**src/rtl/serial_adder.sv**
```systemverilog
// Bit-serial WIDTH-bit adder/subtractor built around one_bit_adder, LSB first.
// Define SERIAL_ADDER_SUB_EN to enable subtraction via the Sub input; otherwise the block always adds.

module one_bit_adder (
  input  logic a,
  input  logic b,
  input  logic cin,
  output logic sum,
  output logic cout
);
  assign sum  = a ^ b ^ cin;
  assign cout = (a & b) | (a & cin) | (b & cin);
endmodule

// Handshake: start is sampled on any rising edge while busy=0 (IDLE or DONE);
// busy is high for exactly the WIDTH RUN cycles, and done pulses for one cycle
// alongside the updated Sum/Cout/Ovf. start seen while busy=1 is dropped.
module serial_adder #(
  parameter int WIDTH = 8
) (
  input  logic             clk,
  input  logic             rst,
  input  logic             start,
  input  logic [WIDTH-1:0] A,
  input  logic [WIDTH-1:0] B,
  input  logic             Sub,
  output logic             busy,
  output logic             done,
  output logic [WIDTH-1:0] Sum,
  output logic             Cout,
  output logic             Ovf,
  output logic [1:0]       dbg_state
);
  localparam int CW = $clog2(WIDTH);

  typedef enum logic [1:0] {
    IDLE = 2'd0,
    RUN  = 2'd1,
    DONE = 2'd2
  } state_t;

  state_t           state, state_next;
  logic [WIDTH-1:0] op_a, op_b, shift_q;
  logic             carry;
  logic [CW-1:0]    cnt;
  logic [WIDTH-1:0] b_load;
  logic             carry_init;
  logic             bit_sum, bit_cout;
  logic             last_bit;

`ifdef SERIAL_ADDER_SUB_EN
  // Two's complement subtraction: invert B and inject a carry-in of 1.
  assign b_load     = B ^ {WIDTH{Sub}};
  assign carry_init = Sub;
`else
  logic sub_unused;
  assign sub_unused = Sub;
  assign b_load     = B;
  assign carry_init = 1'b0;
`endif

  one_bit_adder u_fa (
    .a    (op_a[0]),
    .b    (op_b[0]),
    .cin  (carry),
    .sum  (bit_sum),
    .cout (bit_cout)
  );

  assign last_bit  = (cnt == CW'(WIDTH - 1));
  assign busy      = (state == RUN);
  assign done      = (state == DONE);
  assign dbg_state = state;

  always_comb begin
    state_next = state;
    case (state)
      IDLE:    if (start) state_next = RUN;
      RUN:     if (last_bit) state_next = DONE;
      DONE:    state_next = start ? RUN : IDLE;
      default: state_next = IDLE;
    endcase
  end

  always_ff @(posedge clk) begin
    if (rst) begin
      state   <= IDLE;
      op_a    <= '0;
      op_b    <= '0;
      shift_q <= '0;
      carry   <= 1'b0;
      cnt     <= '0;
      Sum     <= '0;
      Cout    <= 1'b0;
      Ovf     <= 1'b0;
    end else begin
      state <= state_next;
      case (state)
        IDLE, DONE: begin
          if (start) begin
            op_a  <= A;
            op_b  <= b_load;
            carry <= carry_init;
            cnt   <= '0;
          end
        end
        RUN: begin
          shift_q <= {bit_sum, shift_q[WIDTH-1:1]};
          op_a    <= op_a >> 1;
          op_b    <= op_b >> 1;
          carry   <= bit_cout;
          cnt     <= cnt + 1'b1;
          // On the MSB, carry still holds the carry into the MSB.
          if (last_bit) begin
            Sum  <= {bit_sum, shift_q[WIDTH-1:1]};
            Cout <= bit_cout;
            Ovf  <= carry ^ bit_cout;
          end
        end
        default: ;
      endcase
    end
  end
endmodule

```
**config.mk**
```make
export PLATFORM = sky130hd
export DESIGN_NAME = serial_adder
export DESIGN_NICKNAME = d
export VERILOG_FILES = /design/src/rtl/serial_adder.sv
export SDC_FILE = /design/constraint.sdc
export NUM_CORES = 1
export LEC_CHECK = 0
export ABC_AREA = 1
export CORE_AREA = 2 2 61 63
export CTS_CLUSTER_SIZE = 24
export DETAILED_ROUTE_END_ITERATION = 16
export DIE_AREA = 0 0 63 65
export PLACE_DENSITY = 0.93
export RECOVER_POWER = 25
export SLEW_MARGIN = 20
export SYNTH_ARGS = -nofsm -noshare
export SYNTH_HDL_FRONTEND = slang
export SYNTH_SLANG_ARGS = --single-unit
```
**constraint.sdc**
```tcl
create_clock -name clk -period 2.27 [get_ports clk]
set_input_delay 0.454 -clock clk [delete_from_list [all_inputs] [get_ports clk]]
set_output_delay 0.454 -clock clk [all_outputs]
set_load 0.01 [all_outputs]
```
Word level (Yosys, flattened, before mapping)
Index checks and enable logic that the tools add are counted.

Output and inout bits: 14. Input bits: 20. Word-level logic and storage cells: 42. Register bits after elaboration: 40.

$add $sub $neg: 1. Muxes and demuxes: 12. Bitwise logic cells: 8. Reduce and logical (&&, ||, !) cells: 6. Eq/ne operators: 6.

Operators with widths (count): case mux 8 bit (2 select lines) (2); 2-to-1 mux 8 bit (2); case mux 2 bit (3 select lines) (1); case mux 3 bit (2 select lines) (1); AND reduction 2 bit (3); 2-to-1 mux 2 bit (2); != test 2 bit (second input constant) (2); adder 3 x 1 -> 3 bit (second input constant) (1); bitwise AND 1 bit (3); equality test 3 bit (second input constant) (1); 2-to-1 mux 3 bit (1); XOR 1 bit (3); equality test 2 x 1 -> 1 bit (second input constant) (1); equality test 2 bit (second input constant) (1); logical NOT 2 bit (1); 2-to-1 mux 1 bit (2); != test 2 x 1 -> 1 bit (second input constant) (1); bitwise OR 1 bit (2); case mux 1 bit (2 select lines) (1); nonzero test 2 bit (1); OR reduction 2 bit (1).

Longest topological paths before layout
Gate-level depths: netlist of run 1.

Depth after elaboration: 4. Depth in mapped cells: 8. Depth with buffers taken out: 7.

Hierarchy
From an unflattened synthesis of run 1, not the netlist that was laid out.

Cell total of the unflattened synthesis: 255. Area total of the unflattened synthesis: 1828.0 um2.

Modules (own cells, without submodules): serial_adder (cells each 254, sequential area each 780.7 um2, area each 1808.0 um2, times used 1); one_bit_adder (cells each 1, sequential area each 0.0 um2, area each 20.0 um2, times used 1).

Worst setup path after synthesis of run 1
Ideal clock, no wire load.

Path kind: reg-to-output. Start: register state[1] (netlist: dbg_state[1]). End: output port done. Path slack: 0.886 ns. Required time: 1.816 ns. Path buffers: 1. Cell stages (with the launch flop): 4. Arrival time: 0.930 ns. Path through: dfxtp_1 -> inv_2 -> buf_6 -> nor2_1.

Cells in the longest elaborated chain, start to end: 1.

Ends and longest elaborated chain: start, declared (RTL line 42) `state_t state, state_next;`; start signal, assigned (RTL line 97) `state <= state_next;`; equality test 2 bit (RTL line 72) `assign done = (state == DONE);`; end, declared (RTL line 28) `output logic done,`.

Every way passes these cells.

Worst setup path in the final report of run 1
Start: register state[0] (netlist: dbg_state[0]). End: output port busy.

Cells in the longest elaborated chain, start to end: 1.

Ends and longest elaborated chain: equality test 2 x 1 -> 1 bit (RTL line 71) `assign busy = (state == RUN);`; end, declared (RTL line 27) `output logic busy,`.

Every way passes these cells.

==> key figures, run 1 <==
Setup path
  – Crit path cell chain: inv_4, nor2_1, clkdlybuf4s50_1
  – CP Capture Type: output port
  – Worst Path Max Fanout: 4
  – CP peak stage delay: 0.60 ns
  – Crit path max-delay family: buffers and inverters
  – R2r startpoint: dbg_state[0]$_SDFFE_PP0P_
  – Slowest CP cell: clkdlybuf4s50_1
  – Worst Setup SP: dbg_state[0]$_SDFFE_PP0P_
  – Buf/Inv on CP: 2
  – CP required: 1.82 ns
  – Worst Setup Start Kind: flip-flop
  – Worst path arrival time: 1.67 ns
  – CP Class: flip-flop to output port

Global route
  – Met3 GRT Util: 0.0556
  – GRT Util Overall: 0.208
  – Met2 Resource Use GR: 0.362
  – Overflow after GRT: 0
  – First-pass GRT wire length: 6710 um
  – GR Util met1: 0.234
  – Pin count of the biggest net entering global routing: 32
  – GRT busiest layer: met2
  – Number of global-route vias before repair: 1595
  – Initial antenna violation count: 0

STA
  – Fmax: 0.470 GHz
  – Final Skew: 0.00809 ns
  – Count of pins over their slew limit: 0
  – Least-Margin Pin Slew: 0.658 ns
  – Final worst slack: 0.141 ns
  – Crit path time final: 2.13 ns
  – Final hold violation count: 0
  – Final Cycle Share: 0.938
  – Total negative slack: 0 ns
  – Setup-failing EPs final: 0
  – Worst slew margin: 0.560
  – Unrepaired setup endpoints after global routing: false

Yosys
  – Mean post-synth cell area: 7.14 um^2
  – Register bit total from synthesis: 39
  – Synthesized instance count: 259
  – Top post-synthesis cells by area: dfxtp_1 42%, nand3_1 11%, nand2_1 9.1%
  – Number of synthesized flops with an enable pin: 0
  – Top-count cell post-synth: nand2_1
  – Post-synthesis cell area: 0.00185 mm^2
  – Synth top cells by count: 45 x nand2_1, 43 x inv_1, 39 x dfxtp_1, 39 x nand3_1, 23 x nor2_1
  – Register area share after synthesis: 0.422
  – Post-synth top flop: dfxtp_1
  – Net Count, Synth: 282
  – Fraction of registers with async set/reset: 0
  – Synth Warn #: 0
  – Biggest area consumer among synthesized cells: dfxtp_1
  – Netlist cell types: 22
  – Yosys top cell area share: 0.422

Min path
  – Worst hold-check path type: flip-flop to flip-flop
  – Min-Delay Startpoint: cnt[0]$_SDFFE_PP0P_

Clock network
  – Hold bufs inserted after CTS: 0
  – H-Tree Depth: 2
  – Sink Count: 39
  – Root Driver: clkbuf_4
  – Clock buffer depth: 2
  – CTS tree: yes
  – Worst-skew pair later-pin latency: 0.36 ns
  – Clock buffer count from CTS: 5
  – CTS resizes: 0
  – Clock transition at the registers of the reported paths: 0.12 ns
  – Post-CTS setup buffers: 0

Cells and area
  – Layout overhead on the synthesized area: 19.3%
  – Antenna Cells: 0
  – Fraction of layout instances using a drive strength above 1: 0.0582
  – Final instance area: 0.00220 mm^2
  – Fillcell total: 317
  – Final nets: 314

Power
  – VDD IR max: 0.388 mV
  – Pwr dens: 634 mW/mm^2
  – Leak: 1.02 nW
  – Sequential Power Share: 0.534
  – Clock power share: 0.293
  – Comb pwr share: 0.173
  – Cell internal pwr: 1.01 mW
  – Sw Share: 0.276
  – Switching Power: 0.386 mW

Die
  – Full die area: 0.00410 mm^2
  – Core ar.: 0.00350 mm^2
  – Die width: 63 um
  – IO Count: 34
  – Row count: 22
  – Initial Util: 0.529
  – Die height: 65 um

Placement
  – Placed Instance Area: 0.00216 mm^2
  – Input/output buffers: 32
  – Pre-CTS setup slack: 0.500 ns
  – Final HPWL DP: 2630 um
  – GPL Wtd Cong: 0.821

Detailed routing
  – # DRC: 0
  – Vias per inst: 4.98
  – DR iter-0 viols: 120
  – Routed vias: 1694
  – DR pass1 iterations: 4
  – Final ANT Viol Nets: 0
  – Total wire length: 3890 um
  – Routed WL per cell: 11.4 um

Flow run
  – Max_cap viols: 0

Status
  – Status: complete, no violations
-- flip-flops by register name (all words and copies together), names as in the netlist --
name and flops:
Cout 1, Ovf 1, Sum 8, carry 1, cnt 3, dbg_state 2
op_a 8, op_b 8, shift_q 7
-- area by class of cell --
class,instances,area [um^2],area share
inverters,48,183,0.0829
repair buffers,40,373,0.169
multi-input cells,157,739,0.335
clock buffers,8,68.8,0.0312
well taps,48,60.1,0.0272
flip-flops and latches,39,781,0.354
-- worst paths after layout --
kind | cells past startpoint | slack, ns | end
hold reg to reg | 1 | 0.48 | cnt[0]$_SDFFE_PP0P_
hold / removal | 1 | 0.48 | cnt[0]$_SDFFE_PP0P_
setup / recovery | 3 | 0.14 | busy
setup reg to reg | 6 | 0.50 | op_a[2]$_SDFFE_PP0P_
-- logic make-up (layout without fill, tap and decap cells) --
group                    count (synthesis)  count (layout)  synth area share
flip-flops                              39              39             0.422
adder cells (fa/ha/maj)                  3               3            0.0244
AO/OA/AOI/OAI                           28              28            0.0758
AND/OR/NAND/NOR                        125             125             0.305
XOR/XNOR                                 1               1           0.00474
buffers and inverters                   63              96             0.167
-- metrics by stage --
| step | util | std cells | power (mW) | hold WS [ns] |
|---|---|---|---|---|
| after global placement | 0.618 | 332 | 0.994 | 0.448 |
| after floorplan | - | 259 | 0.940 | 0.429 |
| after CTS | 0.638 | 340 | 1.40 | 0.474 |
| after detailed placement | 0.618 | 332 | 1.00 | 0.457 |
| final | 0.631 | 340 | 1.40 | 0.475 |
| after global routing | 0.631 | 340 | 1.47 | 0.501 |
-- power groups by stage --
stage / combinational (mW) / clock (mW) / sequential [mW]
floorplan: 0.183 / 0 / 0.756
global placement: 0.234 / 0 / 0.760
detailed placement: 0.244 / 0 / 0.761
CTS: 0.248 / 0.406 / 0.745
global route: 0.275 / 0.445 / 0.750
finish: 0.242 / 0.409 / 0.745
-- layout by cell type, fill, tap and decap left out, types with 3 or more instances in the layout --
| master | Yosys | routed |
|---|---|---|
| clkbuf_1 | 0 | 3 |
| nand3_1 | 39 | 39 |
| a21oi_1 | 14 | 14 |
| inv_1 | 43 | 43 |
| clkinv_1 | 3 | 3 |
| dfxtp_1 | 39 | 39 |
| buf_4 | 8 | 6 |
| nor2_1 | 23 | 24 |
| clkdlybuf4s50_1 | 0 | 30 |
| nand2_1 | 45 | 46 |
| o21ai_0 | 13 | 13 |
| clkbuf_4 | 0 | 5 |
| nor3_1 | 14 | 14 |
-- layer usage --
metal / part of all wire / wire length (um) / vias up
met3: 0.048 / 186 / 8
met2: 0.49 / 1920 / 39
met1: 0.44 / 1700 / 779
li1: - / - / 868
met5: 0 / 0 / -
met4: 0.022 / 85 / 0
(Power assumes the default switching activity.)
==> inputs of run 2 (changes only) <==
--- a/config.mk
+++ b/config.mk
@@ -6,12 +6,13 @@
 export NUM_CORES = 1
 export LEC_CHECK = 0
 export ABC_AREA = 1
+export CAP_MARGIN = 20
 export CORE_AREA = 2 2 61 63
 export CTS_CLUSTER_SIZE = 24
 export DETAILED_ROUTE_END_ITERATION = 16
 export DIE_AREA = 0 0 63 65
+export GPL_TIMING_DRIVEN = 1
 export PLACE_DENSITY = 0.93
-export RECOVER_POWER = 25
 export SLEW_MARGIN = 20
 export SYNTH_ARGS = -nofsm -noshare
 export SYNTH_HDL_FRONTEND = slang
==> run 2 against run 1 <==
Sequential share of layout area decreased by 0.42 points. Hold slack got worse by 0.00077 ns. Combinational power is 2% higher. Critical path depth did not move. Clock skew decreased by 0.0041 ns. Sequential power hardly changed. First-iteration DRC count grew 10%.
==> key figures, run 2 (synthesis gave the netlist of run 1 again) <==
Min path
  – Worst hold-check path type: flip-flop to flip-flop

Clock network
  – Worst-skew pair later-pin latency: 0.36 ns
  – Clock transition at the registers of the reported paths: 0.11 ns
  – Post-CTS setup buffers: 0
  – H-Tree Depth: 2
  – Sink Count: 39
  – Clock buffer count from CTS: 5
  – Clock buffer depth: 2
  – Hold bufs inserted after CTS: 0
  – CTS resizes: 0
  – CTS tree: yes
  – Root Driver: clkbuf_4

Cells and area
  – Commonest non-fill, non-tap cell in the layout: nand2_1
  – FF/Latch Area: 781 um^2
  – Antenna Cells: 0
  – Fraction of layout instances using a drive strength above 1: 0.0719
  – Final nets: 314
  – Fillcell total: 312
  – Area of the multi-input gates: 758 um^2
  – Layout overhead on the synthesized area: 20.7%
  – Commonest non-fill, non-tap cells in the layout: 45 x nand2_1, 43 x inv_1, 39 x dfxtp_1, 39 x nand3_1, 32 x clkdlybuf4s50_1
  – Top Registers: Sum x8, op_a x8, op_b x8

STA
  – Fin Hold WS: 0.474 ns
  – Fmax: 0.486 GHz
  – Total negative slack: 0 ns
  – Final Skew: 0.00398 ns
  – Final Cycle Share: 0.907
  – Least-Margin Pin Slew: 0.431 ns
  – Worst slew margin: 0.713
  – Setup-failing EPs final: 0
  – Count of pins over their slew limit: 0
  – Final hold violation count: 0
  – Crit path time final: 2.06 ns
  – Unrepaired setup endpoints after global routing: false

Setup path
  – Worst path arrival time: 1.60 ns
  – CP required: 1.82 ns
  – Worst Path Max Fanout: 3
  – Worst Setup Start Kind: flip-flop
  – CP Class: flip-flop to output port
  – CP Capture Type: output port

Die
  – Core ar.: 0.00350 mm^2
  – Initial Util: 0.529
  – IO Count: 34
  – Die width: 63 um
  – Full die area: 0.00410 mm^2
  – Row count: 22
  – Die height: 65 um

Detailed routing
  – Total wire length: 3850 um
  – Metal2 WL: 1900 um
  – Routed WL per cell: 11.3 um
  – M1 WL: 1650 um
  – DR iter-0 viols: 132
  – Routed vias: 1698
  – DR pass1 iterations: 4
  – Top layer in use: met4
  – # DRC: 0
  – Vias per inst: 4.99
  – Final ANT Viol Nets: 0
  – Routed length on met3: 215 um

Power
  – VDD IR max: 0.388 mV
  – Cell internal pwr: 1.02 mW
  – Sequential Power Share: 0.532
  – Leak: 1.03 nW
  – Comb pwr share: 0.177
  – Pwr dens: 628 mW/mm^2
  – Sw Share: 0.275
  – Switching Power: 0.386 mW
  – Clock power share: 0.291

Global route
  – Pin count of the biggest net entering global routing: 32
  – First-pass GRT wire length: 6710 um
  – Number of global-route vias before repair: 1595
  – GRT Util Overall: 0.208
  – Overflow after GRT: 0
  – Initial antenna violation count: 0

Placement
  – Final HPWL DP: 2630 um
  – Input/output buffers: 32
  – GPL Wtd Cong: 0.821

Status
  – Status: complete, no violations

Flow run
  – Max_cap viols: 0
-- run 2: layer usage --
metal  track usage  up-vias
met1         0.234      773
met2         0.362       42
met4         0.108        0
met3        0.0556        9
met5             0        -
li1              -      874
-- run 2: layout make-up --
type                    count  share of cell area
clock buffers               8              0.0308
inverters                  48              0.0819
multi-input cells         157               0.340
flip-flops and latches     39               0.350
well taps                  48              0.0269
repair buffers             40               0.170
-- run 2: worst paths after layout --
path / slack [ns] / depth (start not counted) / end / start
hold reg to reg: 0.47 / 2 / shift_q[3]$_SDFFE_PP0N_ / shift_q[3]$_SDFFE_PP0N_
setup / recovery: 0.21 / 3 / done / dbg_state[1]$_SDFFE_PP0P_
setup reg to reg: 0.64 / 5 / Sum[1]$_SDFFE_PP0P_ / dbg_state[0]$_SDFFE_PP0P_
hold / removal: 0.47 / 2 / shift_q[3]$_SDFFE_PP0N_ / shift_q[3]$_SDFFE_PP0N_
-- run 2: power by group through the flow --
stage | logic, mW | clock network, mW | registers, mW
after floorplan | 0.183 | 0 | 0.756
after global placement | 0.234 | 0 | 0.760
after detailed placement | 0.244 | 0 | 0.761
after CTS | 0.248 | 0.406 | 0.745
after global routing | 0.281 | 0.445 | 0.750
final | 0.248 | 0.408 | 0.745
-- run 2: worst max-delay path, cell delays in order, from the launching register on --
cell             delay, ns
dfxtp_1               0.50
inv_2                 0.06
nor2_1                0.12
clkdlybuf4s50_1       0.56
-- run 2: per-stage QoR --
stage          cell area (um^2)  std cells  setup slack (ns)  power [mW]  utilization
3_3_place_gp               2160        332             0.500       0.994        0.618
3_5_place_dp               2160        332             0.500        1.00        0.618
6_report                   2230        340             0.212        1.40        0.638
4_1_cts                    2230        340             0.208        1.40        0.638
2_1_floorplan              1850        259             0.886       0.940            -
5_1_grt                    2230        340             0.140        1.48        0.638
==> inputs of run 3 (changes only) <==
--- a/config.mk
+++ b/config.mk
@@ -6,7 +6,6 @@
 export NUM_CORES = 1
 export LEC_CHECK = 0
 export ABC_AREA = 1
-export CAP_MARGIN = 20
 export CORE_AREA = 2 2 61 63
 export CTS_CLUSTER_SIZE = 24
 export DETAILED_ROUTE_END_ITERATION = 16
==> results of run 3 <==
Same layout as run 2: the final DEF is identical, and so are final timing and power.
